`src/rtl/kmeans_pkg.sv`:
```
// Shared constants for the k-means assignment stage: PointOps opcodes,
// controller states and the double-precision word width.
package kmeans_pkg;

  localparam int DBL_W = 64;

  localparam logic [3:0] OP_NOP  = 4'h0;
  localparam logic [3:0] OP_ADD  = 4'h1;
  localparam logic [3:0] OP_SUB  = 4'h2;
  localparam logic [3:0] OP_DIV  = 4'h3;
  localparam logic [3:0] OP_DIST = 4'h4;

  typedef enum logic [1:0] {
    IDLE = 2'd0,
    SUB  = 2'd1,
    DIST = 2'd2,
    DONE = 2'd3
  } state_e;

endpackage

```
`src/rtl/kmeans_centroid_regs.sv`:
```
// K-entry centroid table: one synchronous write port and one combinational read port.
// A read and a write to the same entry in one cycle returns the old contents.
module kmeans_centroid_regs
  import kmeans_pkg::*;
#(
  parameter int K    = 4,
  parameter int IDXW = 2
) (
  input  logic             clk,
  input  logic             reset_n,
  input  logic             wr_en_i,
  input  logic [IDXW-1:0]  wr_idx_i,
  input  logic [DBL_W-1:0] wr_x_i,
  input  logic [DBL_W-1:0] wr_y_i,
  input  logic [IDXW-1:0]  rd_idx_i,
  output logic [DBL_W-1:0] rd_x_o,
  output logic [DBL_W-1:0] rd_y_o
);

  logic [DBL_W-1:0] x_all [K];
  logic [DBL_W-1:0] y_all [K];

  // Indices >= K never match any entry, so such writes are dropped.
  for (genvar gi = 0; gi < K; gi++) begin : g_ent
    logic [DBL_W-1:0] x_q;
    logic [DBL_W-1:0] y_q;

    always_ff @(posedge clk or negedge reset_n) begin
      if (!reset_n) begin
        x_q <= '0;
        y_q <= '0;
      end else if (wr_en_i && (wr_idx_i == IDXW'(gi))) begin
        x_q <= wr_x_i;
        y_q <= wr_y_i;
      end
    end

    assign x_all[gi] = x_q;
    assign y_all[gi] = y_q;
  end

  assign rd_x_o = x_all[rd_idx_i];
  assign rd_y_o = y_all[rd_idx_i];

endmodule

```
`src/rtl/kmeans_nearest_centroid.sv`:
```
// k-means assignment step: walks all centroids through an external PointOps
// (SUB then DIST per centroid) and reports the nearest index and its distance.
module kmeans_nearest_centroid
  import kmeans_pkg::*;
#(
  parameter int K    = 4,
  parameter int IDXW = ($clog2(K) > 1) ? $clog2(K) : 1
) (
  input  logic             clk,
  input  logic             reset_n,
  input  logic             io_cwr_en,
  input  logic [IDXW-1:0]  io_cwr_idx,
  input  logic [DBL_W-1:0] io_cwr_x,
  input  logic [DBL_W-1:0] io_cwr_y,
  input  logic             io_in_valid,
  output logic             io_in_ready,
  input  logic [DBL_W-1:0] io_in_x,
  input  logic [DBL_W-1:0] io_in_y,
  output logic             io_out_valid,
  input  logic             io_out_ready,
  output logic [IDXW-1:0]  io_out_idx,
  output logic [DBL_W-1:0] io_out_dist,
  output logic             io_busy,
  output logic [3:0]       io_po_op,
  output logic [DBL_W-1:0] io_po_p1x,
  output logic [DBL_W-1:0] io_po_p1y,
  output logic [DBL_W-1:0] io_po_p2x,
  output logic [DBL_W-1:0] io_po_p2y,
  output logic [DBL_W-1:0] io_po_den,
  input  logic [DBL_W-1:0] io_po_poutx,
  input  logic [DBL_W-1:0] io_po_pouty,
  input  logic [DBL_W-1:0] io_po_out
);

  localparam logic [IDXW-1:0] LAST_IDX = IDXW'(K - 1);

  state_e           state_q, state_d;
  logic [IDXW-1:0]  idx_q, idx_d;
  logic [IDXW-1:0]  bidx_q, bidx_d;
  logic [DBL_W-1:0] px_q, px_d, py_q, py_d;
  logic [DBL_W-1:0] dx_q, dx_d, dy_q, dy_d;
  logic [DBL_W-1:0] best_q, best_d;
  logic [DBL_W-1:0] cent_x, cent_y;

  kmeans_centroid_regs #(.K(K), .IDXW(IDXW)) u_cregs (
    .clk      (clk),
    .reset_n  (reset_n),
    .wr_en_i  (io_cwr_en),
    .wr_idx_i (io_cwr_idx),
    .wr_x_i   (io_cwr_x),
    .wr_y_i   (io_cwr_y),
    .rd_idx_i (idx_q),
    .rd_x_o   (cent_x),
    .rd_y_o   (cent_y)
  );

  always_ff @(posedge clk or negedge reset_n) begin
    if (!reset_n) begin
      state_q <= IDLE;
      idx_q   <= '0;
      bidx_q  <= '0;
      px_q    <= '0;
      py_q    <= '0;
      dx_q    <= '0;
      dy_q    <= '0;
      best_q  <= '0;
    end else begin
      state_q <= state_d;
      idx_q   <= idx_d;
      bidx_q  <= bidx_d;
      px_q    <= px_d;
      py_q    <= py_d;
      dx_q    <= dx_d;
      dy_q    <= dy_d;
      best_q  <= best_d;
    end
  end

  always_comb begin
    state_d   = state_q;
    idx_d     = idx_q;
    bidx_d    = bidx_q;
    px_d      = px_q;
    py_d      = py_q;
    dx_d      = dx_q;
    dy_d      = dy_q;
    best_d    = best_q;
    io_po_op  = OP_NOP;
    io_po_p1x = '0;
    io_po_p1y = '0;
    io_po_p2x = '0;
    io_po_p2y = '0;
    unique case (state_q)
      IDLE: begin
        if (io_in_valid) begin
          px_d    = io_in_x;
          py_d    = io_in_y;
          idx_d   = '0;
          state_d = SUB;
        end
      end
      SUB: begin
        io_po_op  = OP_SUB;
        io_po_p1x = px_q;
        io_po_p1y = py_q;
        io_po_p2x = cent_x;
        io_po_p2y = cent_y;
        dx_d      = io_po_poutx;
        dy_d      = io_po_pouty;
        state_d   = DIST;
      end
      DIST: begin
        io_po_op  = OP_DIST;
        io_po_p1x = dx_q;
        io_po_p1y = dy_q;
        // Non-negative doubles order like unsigned integers; NaNs sort above all finites.
        if (idx_q == '0 || io_po_out < best_q) begin
          best_d = io_po_out;
          bidx_d = idx_q;
        end
        if (idx_q == LAST_IDX) begin
          state_d = DONE;
        end else begin
          idx_d   = idx_q + 1'b1;
          state_d = SUB;
        end
      end
      DONE: begin
        if (io_out_ready) state_d = IDLE;
      end
      default: state_d = IDLE;
    endcase
  end

  assign io_in_ready  = (state_q == IDLE);
  assign io_out_valid = (state_q == DONE);
  assign io_busy      = (state_q != IDLE);
  assign io_out_idx   = bidx_q;
  assign io_out_dist  = best_q;
  assign io_po_den    = '0;

endmodule

```
`config.mk`:
```
export PLATFORM = sky130hd
export DESIGN_NAME = kmeans_nearest_centroid
export DESIGN_NICKNAME = d
export VERILOG_FILES = /design/src/rtl/kmeans_pkg.sv /design/src/rtl/kmeans_centroid_regs.sv /design/src/rtl/kmeans_nearest_centroid.sv
export SDC_FILE = /design/constraint.sdc
export NUM_CORES = 1
export LEC_CHECK = 0
export BUFFER_PORTS_ARGS = -buffer_cell sky130_fd_sc_hd__buf_2
export CORE_AREA = 4 4 327 329
export CTS_CLUSTER_DIAMETER = 30
export DETAILED_ROUTE_END_ITERATION = 16
export DIE_AREA = 0 0 331 333
export GPL_ROUTABILITY_DRIVEN = 0
export MAX_ROUTING_LAYER = met4
export PLACE_DENSITY_LB_ADDON = 0.12
export SLEW_MARGIN = 20
export SYNTH_ARGS = -nofsm -noshare
export SYNTH_HDL_FRONTEND = slang
export SYNTH_SLANG_ARGS = --single-unit
```
`constraint.sdc`:
```
create_clock -name clk -period 3.8 [get_ports clk]
set_input_delay 0.57 -clock clk [delete_from_list [all_inputs] [get_ports clk]]
set_output_delay 0.57 -clock clk [all_outputs]
set_load 0.02 [all_outputs]
```
==> impl_metrics.tcl <==
set metrics [dict create \
    path_clk_slew_ns 0.04 \
    worstReg2RegStart "io_out_dist[47]" \
    antenna_found_initial 63 \
    rsz0062_at_grt "no" \
    nets 4282 \
    leakage_nw 24.5 \
    die_y_um 333 \
    routed_wl_mm 127 \
    synthTopCellsByCount "dfrtp_1 (838), mux2_2 (795), clkbuf_1 (153)" \
    slew_violations 0 \
    grt_use_total 0.233 \
    die_area_mm2 0.110 \
    syn_avg_cell_area_um2 14.5 \
    holdPathEnd "io_out_dist[22]" \
    grt_max_degree 129 \
    max_slew_margin 0.299 \
    numCtsBuffers 203 \
    period_needed_ns 3.57 \
    layout-drive-gt1-share 0.549 \
    final-hold-violation-count 0 \
    insertion_delay_ns 0.76 \
    netlist_area_mm2 0.0390 \
    critPathCaptureType "primary output" \
    synth_edf_count 0 \
    clk_path_buf_depth 3 \
    reg2regPathDepth 10 \
    grt_pass1_wl_mm 189 \
    slowest_delay_ns 0.54 \
    drc 0 \
    tritoncts "done" \
    drt-vias-per-instance 5.03 \
    cp-start-kind "flip-flop" \
    slowest_stage "buf_4" \
    max-vdd-ir-drop_mv 0.623 \
    drtPass1Iterations 5 \
    grt_pass1_vias 29900 \
    die_w_um 331 \
    clock_sinks 838 \
    hold_class "in -> reg" \
    synth_cells 2689 \
    core_region_area_mm2 0.103 \
    grt-ovfl-total 0 \
    ys_seq_elements 838 \
    htreeDepth 4 \
    rows 118 \
    port-buffer-count 781 \
    finalPower_mw 47.6 \
    synthArstFlopShare 1.00 \
    vias 26900 \
    areaGrowthSynthToFinish_pct 38.0 \
    synth_area_leader_cell "dfrtp_1" \
    cts_root_buffer "clkbuf_16" \
    worstPathRequired_ns 3.23 \
    worst_pin_slew_ns 1.05 \
    period_share 0.939 \
    criticalPathCategory "reg -> out" \
    fin_skew_ns 0.0428 \
    max_cap_violations 0 \
    ys_seq_area_frac 0.538 \
    finalSetupTns_ns 0 \
    r2r-end "io_out_dist[6]" \
    crit_chain "inv_1 > ha_4 > buf_4 > a22oi_1 > nor2b_1 > buf_2" \
    yosysWarnings 0 \
    synth.area.top_cells "dfrtp_1 (54%), mux2_2 (23%), mux4_2 (7.4%)" \
    status "complete, no violations" \
    regToRegSetupSlack_ns 0.87 \
    max_freq_mhz 280 \
    first_iter_violations 1361 \
    worstHoldPathCells 2 \
    start_util 0.377 \
    wire_per_inst_um 23.8 \
    hold_start "io_po_out[22]" \
    yosysTopAreaCellShare 0.538 \
    pwr_density_cell_mw_per_mm2 885 \
    setup-violations-final 0 \
    place_hpwl_mm 89.4 \
    yosysUniqueCellTypes 40 \
    ant_nets 0 \
    ios 848 \
    ys.flop_type "dfrtp_1" \
    crit_arrival_ns 3.00 \
    synth.most_common_cell "dfrtp_1" \
    path_max_fanout 47 \
]
-- logic make-up after synthesis --
kind of cell / Yosys count / synth area share
flops: 838 / 0.538
mux: 963 / 0.319
buf+inv: 314 / 0.0378
compound gates: 189 / 0.0349
simple gates: 314 / 0.0484
other cells: 1 / 0.0000961
fa+ha+maj: 70 / 0.0225
-- layer usage --
layer  vias to the layer above  global-route usage  share of wire
met1                     14000               0.261           0.38
met2                       836               0.389           0.51
li1                      11900                   -              -
met3                       248              0.0705          0.075
met4                         0              0.0908          0.034
met5                         -                   -              0
-- how the worst max path moves through the flow --
stage / end / depth (start not counted) / start
CTS: io_po_p1x[63] / 6 / state_q[0]
global route: io_po_p1x[63] / 6 / state_q[1]
finish: io_po_p1x[63] / 6 / state_q[1]
detailed placement: io_out_dist[47] / 10 / io_po_out[6]
global placement: io_out_dist[46] / 10 / io_po_out[6]
floorplan: io_out_dist[23] / 11 / idx_q[0]
-- metrics by stage --
stage	util	setup slack [ns]	hold slack, ns	area [um^2]	instances
6_report	0.520	0.231	0.0620	53800	5356
5_1_grt	0.520	0.00916	0.0101	53800	5354
4_1_cts	0.519	0.0616	0.00000810	53700	5303
3_5_place_dp	0.431	0.681	0.487	44600	4735
3_3_place_gp	0.431	0.706	0.481	44600	4735
2_1_floorplan	-	1.02	0.274	39300	2754
-- where the power goes --
part           internal, mW  switching, mW  total [mW]
Clock                  12.2           5.37        17.6
Sequential             11.8           1.88        13.7
Combinational          7.76           8.63        16.4
Total                  31.8           15.9        47.6
-- area by class of cell --
cell class                      instances  area [um^2]
Fill cell                            8828        49700
Sequential cell                       838        21000
Timing Repair Buffer                 1043         6780
Clock inverter                        101         1450
Tap cell                             1380         1730
Clock buffer                          271         5620
Multi-Input combinational cell       1602        16900
Antenna cell                           52          130
Inverter                               69          259
-- flip-flops by register name, summed over array words and instances, names as in the netlist --
name	flops
u_cregs.g_ent.y_q	256
py_q	64
idx_q	2
io_out_dist	64
u_cregs.g_ent.x_q	256
io_out_idx	2
dy_q	64
state_q	2
dx_q	64
px_q	64
-- timing repair --
item	in CTS	in global routing
gates resized for setup	0	0
hold buffers	196	0
hold endpoints to repair	254	0
buffers inserted	0	1
setup endpoints to repair	0	1
-- critical path, delay by kind of cell, from the launching register on --
kind | cells | cell delay (ns)
adder cells (fa/ha/maj) | 1 | 0.41
AND/OR/NAND/NOR | 1 | 0.27
AO/OA/AOI/OAI | 1 | 0.14
buffers and inverters | 3 | 0.95
flip-flops | 1 | 0.43
-- placed cells by master (no fill, tap or decap), drive strengths merged, types with 3 or more instances in the layout --
cell type    count
ha              70
dlygate4sd3    196
a22o             3
buf            847
a21o             4
a211oi           3
and2           128
clkinvlp         9
clkbuf         271
nand3b           3
nor2b          130
nor2            13
mux4           128
inv             79
bufinv          28
o21ai           11
diode           52
nand4            7
nand2           19
nand3            7
a22oi          128
o31ai            4
conb            66
mux2           835
a21oi           24
clkinv          54
dfrtp          838
(Power assumes the default switching activity.)
